[config.mk]
export PLATFORM = sky130hd
export DESIGN_NAME = neuraedge_requant
export DESIGN_NICKNAME = d
export VERILOG_FILES = /design/src/rtl/neuraedge_pkg.sv /design/src/rtl/neuraedge_round_sat.sv /design/src/rtl/neuraedge_requant.sv
export SDC_FILE = /design/constraint.sdc
export NUM_CORES = 2
export LEC_CHECK = 0
export CELL_PAD_IN_SITES_DETAIL_PLACEMENT = 1
export CELL_PAD_IN_SITES_GLOBAL_PLACEMENT = 2
export CORE_UTILIZATION = 30
export DETAILED_ROUTE_END_ITERATION = 16
export GPL_TIMING_DRIVEN = 0
export PLACE_DENSITY_LB_ADDON = 0.1
export SLEW_MARGIN = 20
export SYNTH_ARGS = -nofsm -noshare
export SYNTH_HDL_FRONTEND = slang
export SYNTH_SLANG_ARGS = --single-unit
[constraint.sdc]
create_clock -name clk -period 7.7 [get_ports clk]
set_input_delay 1.155 -clock clk [delete_from_list [all_inputs] [get_ports clk]]
set_output_delay 1.155 -clock clk [all_outputs]
set_load 0.01 [all_outputs]
[src/rtl/neuraedge_pkg.sv]
// Shared widths, output clamp limits and the stage-3 payload type for the
// requantization pipeline.
package neuraedge_pkg;

  localparam int ACCUM_WIDTH = 32;
  localparam int OUT_WIDTH   = 8;
  localparam int SCALE_WIDTH = 16;
  localparam int SHIFT_WIDTH = 6;
  localparam int CNT_WIDTH   = 16;
  localparam int PROD_WIDTH  = ACCUM_WIDTH + SCALE_WIDTH;
  localparam int MAX_SHIFT   = 47;

  localparam int OUT_MAX = 127;
  localparam int OUT_MIN = -128;

  // Final-stage payload: requantized activation, tile marker, clamp flag.
  typedef struct packed {
    logic [OUT_WIDTH-1:0] data;
    logic                 last;
    logic                 sat;
  } stage_t;

endpackage

[src/rtl/neuraedge_round_sat.sv]
// Combinational rounding right shift (round half up), optional ReLU and
// signed clamp to the activation range. Shift is expected already limited
// to MAX_SHIFT by the caller.
module neuraedge_round_sat
  import neuraedge_pkg::*;
(
  input  logic [PROD_WIDTH-1:0]  prod,
  input  logic [SHIFT_WIDTH-1:0] shift,
  input  logic                   relu,
  output logic [OUT_WIDTH-1:0]   data,
  output logic                   sat
);

  localparam logic signed [PROD_WIDTH:0] MAX_V = (PROD_WIDTH+1)'(OUT_MAX);
  localparam logic signed [PROD_WIDTH:0] MIN_V = (PROD_WIDTH+1)'(OUT_MIN);

  logic signed [PROD_WIDTH:0] ext;
  logic signed [PROD_WIDTH:0] rnd;
  logic signed [PROD_WIDTH:0] shr;
  logic signed [PROD_WIDTH:0] rel;

  // One extra bit keeps the rounding offset from overflowing the product.
  always_comb begin
    ext = $signed({prod[PROD_WIDTH-1], prod});
    if (shift == '0) rnd = ext;
    else             rnd = ext + ((PROD_WIDTH+1)'(1) << (shift - SHIFT_WIDTH'(1)));
    shr = rnd >>> shift;
    rel = (relu && shr[PROD_WIDTH]) ? '0 : shr;
    data = rel[OUT_WIDTH-1:0];
    sat  = 1'b0;
    if (rel > MAX_V) begin
      data = OUT_WIDTH'(OUT_MAX);
      sat  = 1'b1;
    end else if (rel < MIN_V) begin
      data = OUT_WIDTH'(OUT_MIN);
      sat  = 1'b1;
    end
  end

endmodule

[src/rtl/neuraedge_requant.sv]
// Three-stage valid/ready requantizer: bias add with saturation, unsigned
// scale multiply, then rounding shift / ReLU / clamp. Config lives in shadow
// registers that only load while the pipeline is empty.
module neuraedge_requant
  import neuraedge_pkg::*;
(
  input  logic                   clk,
  input  logic                   rst_n,
  input  logic                   in_valid,
  output logic                   in_ready,
  input  logic [ACCUM_WIDTH-1:0] in_accum,
  input  logic                   in_last,
  output logic                   out_valid,
  input  logic                   out_ready,
  output logic [OUT_WIDTH-1:0]   out_data,
  output logic                   out_last,
  input  logic                   cfg_load,
  input  logic [ACCUM_WIDTH-1:0] cfg_bias,
  input  logic [SCALE_WIDTH-1:0] cfg_scale,
  input  logic [SHIFT_WIDTH-1:0] cfg_shift,
  input  logic                   cfg_relu,
  output logic                   cfg_err,
  output logic                   busy,
  output logic [CNT_WIDTH-1:0]   sat_count
);

  logic                   v1, v2, v3;
  logic                   adv1, adv2, adv3;
  logic [ACCUM_WIDTH-1:0] s1_data;
  logic                   s1_last;
  logic [PROD_WIDTH-1:0]  s2_data;
  logic                   s2_last;
  stage_t                 p3;

  logic [ACCUM_WIDTH-1:0] bias;
  logic [SCALE_WIDTH-1:0] scale;
  logic [SHIFT_WIDTH-1:0] shift;
  logic                   relu;

  logic [ACCUM_WIDTH:0]   sum_w;
  logic [ACCUM_WIDTH-1:0] sum_sat;
  logic [PROD_WIDTH-1:0]  prod_w;
  logic [OUT_WIDTH-1:0]   rs_data;
  logic                   rs_sat;
  logic                   cfg_ok;

  assign adv3      = !v3 || out_ready;
  assign adv2      = !v2 || adv3;
  assign adv1      = !v1 || adv2;
  assign in_ready  = adv1;
  assign busy      = v1 | v2 | v3;
  assign out_valid = v3;
  assign out_data  = p3.data;
  assign out_last  = p3.last;
  assign cfg_ok    = cfg_load && !busy && !in_valid;

  // 33-bit bias add, clamped back into the signed 32-bit range.
  always_comb begin
    sum_w   = {in_accum[ACCUM_WIDTH-1], in_accum} + {bias[ACCUM_WIDTH-1], bias};
    sum_sat = sum_w[ACCUM_WIDTH-1:0];
    if (sum_w[ACCUM_WIDTH] != sum_w[ACCUM_WIDTH-1])
      sum_sat = {sum_w[ACCUM_WIDTH], {(ACCUM_WIDTH-1){~sum_w[ACCUM_WIDTH]}}};
  end

  assign prod_w = $signed({{SCALE_WIDTH{s1_data[ACCUM_WIDTH-1]}}, s1_data})
                * $signed({{ACCUM_WIDTH{1'b0}}, scale});

  neuraedge_round_sat u_round_sat (
    .prod  (s2_data),
    .shift (shift),
    .relu  (relu),
    .data  (rs_data),
    .sat   (rs_sat)
  );

  // Pipeline registers; each stage moves only when the next one can take it.
  always_ff @(posedge clk or negedge rst_n) begin
    if (!rst_n) begin
      v1      <= 1'b0;
      v2      <= 1'b0;
      v3      <= 1'b0;
      s1_data <= '0;
      s1_last <= 1'b0;
      s2_data <= '0;
      s2_last <= 1'b0;
      p3      <= '0;
    end else begin
      if (adv1) begin
        v1 <= in_valid;
        if (in_valid) begin
          s1_data <= sum_sat;
          s1_last <= in_last;
        end
      end
      if (adv2) begin
        v2 <= v1;
        if (v1) begin
          s2_data <= prod_w;
          s2_last <= s1_last;
        end
      end
      if (adv3) begin
        v3 <= v2;
        if (v2) begin
          p3.data <= rs_data;
          p3.last <= s2_last;
          p3.sat  <= rs_sat;
        end
      end
    end
  end

  // Shadow config, load-reject pulse and sticky saturation counter.
  always_ff @(posedge clk or negedge rst_n) begin
    if (!rst_n) begin
      bias      <= '0;
      scale     <= SCALE_WIDTH'(1);
      shift     <= '0;
      relu      <= 1'b0;
      cfg_err   <= 1'b0;
      sat_count <= '0;
    end else begin
      cfg_err <= cfg_load && !cfg_ok;
      if (cfg_ok) begin
        bias      <= cfg_bias;
        scale     <= cfg_scale;
        shift     <= (cfg_shift > SHIFT_WIDTH'(MAX_SHIFT)) ? SHIFT_WIDTH'(MAX_SHIFT) : cfg_shift;
        relu      <= cfg_relu;
        sat_count <= '0;
      end else if (v3 && out_ready && p3.sat && (sat_count != {CNT_WIDTH{1'b1}})) begin
        sat_count <= sat_count + CNT_WIDTH'(1);
      end
    end
  end

endmodule

==> reports/results.txt <==
Ratio of cells with drive above 1 in the final layout - 9.57%
Total track usage - 26.8%
Starting Density - 30.4%
Dominant cell type by area after synthesis - fa_1
Setup Crit Path Kind - reg -> reg
Final nets - 5265
Top_reg_cell synth - dfrtp_1
Clock sinks - 167
Vias in the first global route - 34000
Grt ovf - 0
R2R Path Start - shift[4]
Max FO, Critical Path - 10
DR iter-0 viols - 1861
Maximum capacitance violations - 0
Hold Vio Cnt, Final - 0
First drt pass iteration count - 7
Max-slew violation count - 0
ANT cells - 0
Cell Rows - 124
H-tree levels - 4
Die H - 343 um
Fmax achieved - 0.133 GHz
Crit path time final - 7.54 ns
Worst min path class - in -> async
Number of synthesized flops with an enable pin - 0
Layout area overhead - 15.1%
GPL Wtd Cong - 0.994
Mapped Avg Cell Area - 8.12 sq um
Synth top area cells - fa_1 28%, dfrtp_1 12%, nand2_1 8.1%
Drt via density - 5.35
Worst slew margin - 17.0%
CTS Buf Count - 17
Vias - 32200
CTS tree - built
Ys Warns - 0
Ports - 122
Core area - 115000 sq um
Routed len/inst - 26.0 um
Cell Area, Synth - 34900 sq um
Final setup fails - 0
R2R cell count - 27
PortBufs - 121
Final ANT Viol Nets - 0
Residual DRC - 0
Register bit total from synthesis - 167
Die footprint - 118000 sq um
Crit path DAT - 7.98 ns
RSZ-0062 raised after global routing - true
Die X - 343 um
Final Cycle Share - 98.0%
Setup TNS - 0 ns
Reg clk slew, reported paths - 0.09 ns
Clock buffer depth - 2
Critical Path End Type - flip-flop
Crit Reg-Reg Endpoint - out_data[6]
Reg2Reg Setup Slack - 0.16 ns
Top-area cell type share of the netlist area - 27.9%
Largest net degree at the start of global routing - 84
Initial antenna violation count - 2
Post-synthesis cell type count - 114
Worst-skew pair later-pin latency - 0.50 ns
CP startpoint kind - flip-flop
HPWL Detailed - 131000 um
Seq/Total Area, Yosys - 12.0%
CP required - 8.14 ns
Crit path from - shift[4]
CTS root buf - clkbuf_16
Synth Instances - 4294
Post-Syn Nets - 5068
Status - complete, no violations
Worst clock skew - 0.0173 ns
Least-Margin Pin Slew - 1.24 ns
DRT Wirelength - 157000 um
Post-synth ARST share - 100%
First-pass GRT wire length - 232000 um
Hold buffers post-CTS - 0
-- kinds of logic after synthesis --
kind of cell | count (synthesis) | share of synthesized area (%)
AND/OR/NAND/NOR | 1583 | 21.2
flip-flops | 167 | 12.0
adder cells (fa/ha/maj) | 711 | 35.7
buffers and inverters | 808 | 8.94
multiplexers | 79 | 2.89
AO/OA/AOI/OAI | 829 | 16.3
XOR/XNOR | 117 | 2.94
-- cells in the mapped netlist (all sizes together), types with 13 or more instances --
| master | count |
|---|---|
| nand2 | 756 |
| inv | 557 |
| fa | 486 |
| nor2 | 241 |
| o21ai | 228 |
| and2 | 218 |
| clkbuf | 195 |
| ha | 195 |
| a21oi | 173 |
| dfrtp | 166 |
| nor3 | 79 |
| nand3 | 65 |
| xor2 | 61 |
| xnor2 | 56 |
| buf | 55 |
| a211oi | 46 |
| mux2i | 41 |
| a21o | 35 |
| and3 | 35 |
| o21a | 34 |
| nand2b | 33 |
| nand4 | 33 |
| maj3 | 30 |
| or3 | 28 |
| o211ai | 27 |
| a31oi | 26 |
| a221oi | 23 |
| mux2 | 23 |
| o21bai | 22 |
| nor4 | 21 |
| o22ai | 16 |
| mux4 | 15 |
| o31ai | 15 |
| a211o | 14 |
| o211a | 14 |
| or2 | 13 |
| or4 | 13 |
-- routing by layer --
metal | global-route usage, % | part of all wire, %
met1 | 34.5 | 44
met2 | 46.2 | 48
met3 | 2.26 | 3.5
met4 | 10.7 | 4.2
met5 | 0 | 0.0077
-- sequential cells by signal, indices dropped and copies added (netlist names) --
signal     cells
sat_count     16
v2             1
v1             1
s1_last        1
relu           1
s1_data       32
out_last       1
cfg_err        1
s2_last        1
s2_data       48
bias          32
p3             1
shift          6
out_data       8
out_valid      1
scale         16
-- worst max path at each step --
stage / endpoint / cells past startpoint / slack, ns
detailed placement: s2_data[47] / 28 / -1.78
global placement: bias[4] / 1 / -2.59
finish: out_data[6] / 27 / 0.16
floorplan: s2_data[47] / 28 / 0.59
CTS: s2_data[46] / 28 / 0.008
global route: s2_data[46] / 29 / -0.07
-- stage by stage --
step                instances  hold WS (ns)  utilization, %  setup WS (ns)  area, sq um
CTS                      5993         0.370            34.5        0.00823        39600
finish                   6016         0.411            35.0          0.158        40100
global route             6016         0.380            35.0        -0.0696        40100
floorplan                4294         0.450               -          0.589        34900
global placement         5927         0.462            33.1          -2.59        38000
detailed placement       5930         0.471            33.2          -1.78        38100
-- cell type report --
class / count / area, sq um
flip-flops and latches: 167 / 4220
clock inverters: 15 / 170
repair buffers: 187 / 1770
well taps: 1512 / 1890
clock buffers: 17 / 425
plain buffers: 241 / 1380
inverters: 558 / 2090
multi-input cells: 3319 / 28200
fillers: 13800 / 74700
-- timing repair --
action,in CTS,in global routing
gates resized for setup,214,108
pin swaps,12,21
setup endpoints to repair,28,15
setup buffers,34,29
-- critical path, stage by stage, from the launching register on --
cell	delay [ns]
dfrtp_1	0.47
clkbuf_2	0.35
clkbuf_4	0.33
buf_4	0.27
xnor2_1	0.10
nand2_1	0.23
inv_1	0.10
nand3_1	0.29
inv_1	0.09
ha_1	0.31
a211oi_1	0.08
nor2_2	0.27
a41oi_4	0.28
a21oi_4	0.38
a31oi_4	0.19
buf_4	0.22
a221o_1	0.36
a31oi_4	0.34
o221ai_2	0.31
a32o_1	0.39
or4_4	0.56
a211oi_2	0.31
o2111ai_1	0.18
nor4_2	0.37
nand3_1	0.21
and2_1	0.22
buf_6	0.14
o22ai_2	0.10
-- layout by cell type, fill, tap and decap left out, types with 15 or more instances in the layout --
master and count:
clkbuf_2 32, nor3_1 72, clkbuf_4 17, a21o_1 35, a31oi_1 21, and2_1 217
fa_1 484, maj3_1 30, o21ai_1 26, buf_2 32, dfrtp_1 138, clkdlybuf4s50_1 120
mux2i_1 38, nand3_1 65, nor4_1 17, or3_1 27, inv_1 557, and3_1 34
o21a_1 33, xnor2_1 54, a221oi_1 19, xor2_1 61, a21oi_1 161, nand4_1 33
a211oi_1 36, clkbuf_1 111, o211ai_1 25, o21ai_0 191, nor2_1 236, clkbuf_8 17
ha_1 190, buf_4 79, nand2_1 753, nand2b_1 33, mux2_2 23, dfrtp_2 28
mux4_2 15, o21bai_1 21, clkbuf_16 19
Power is left out: the tool's default activity adds up to more than one toggle a clock period on the data nets, which glitch-free logic cannot reach.
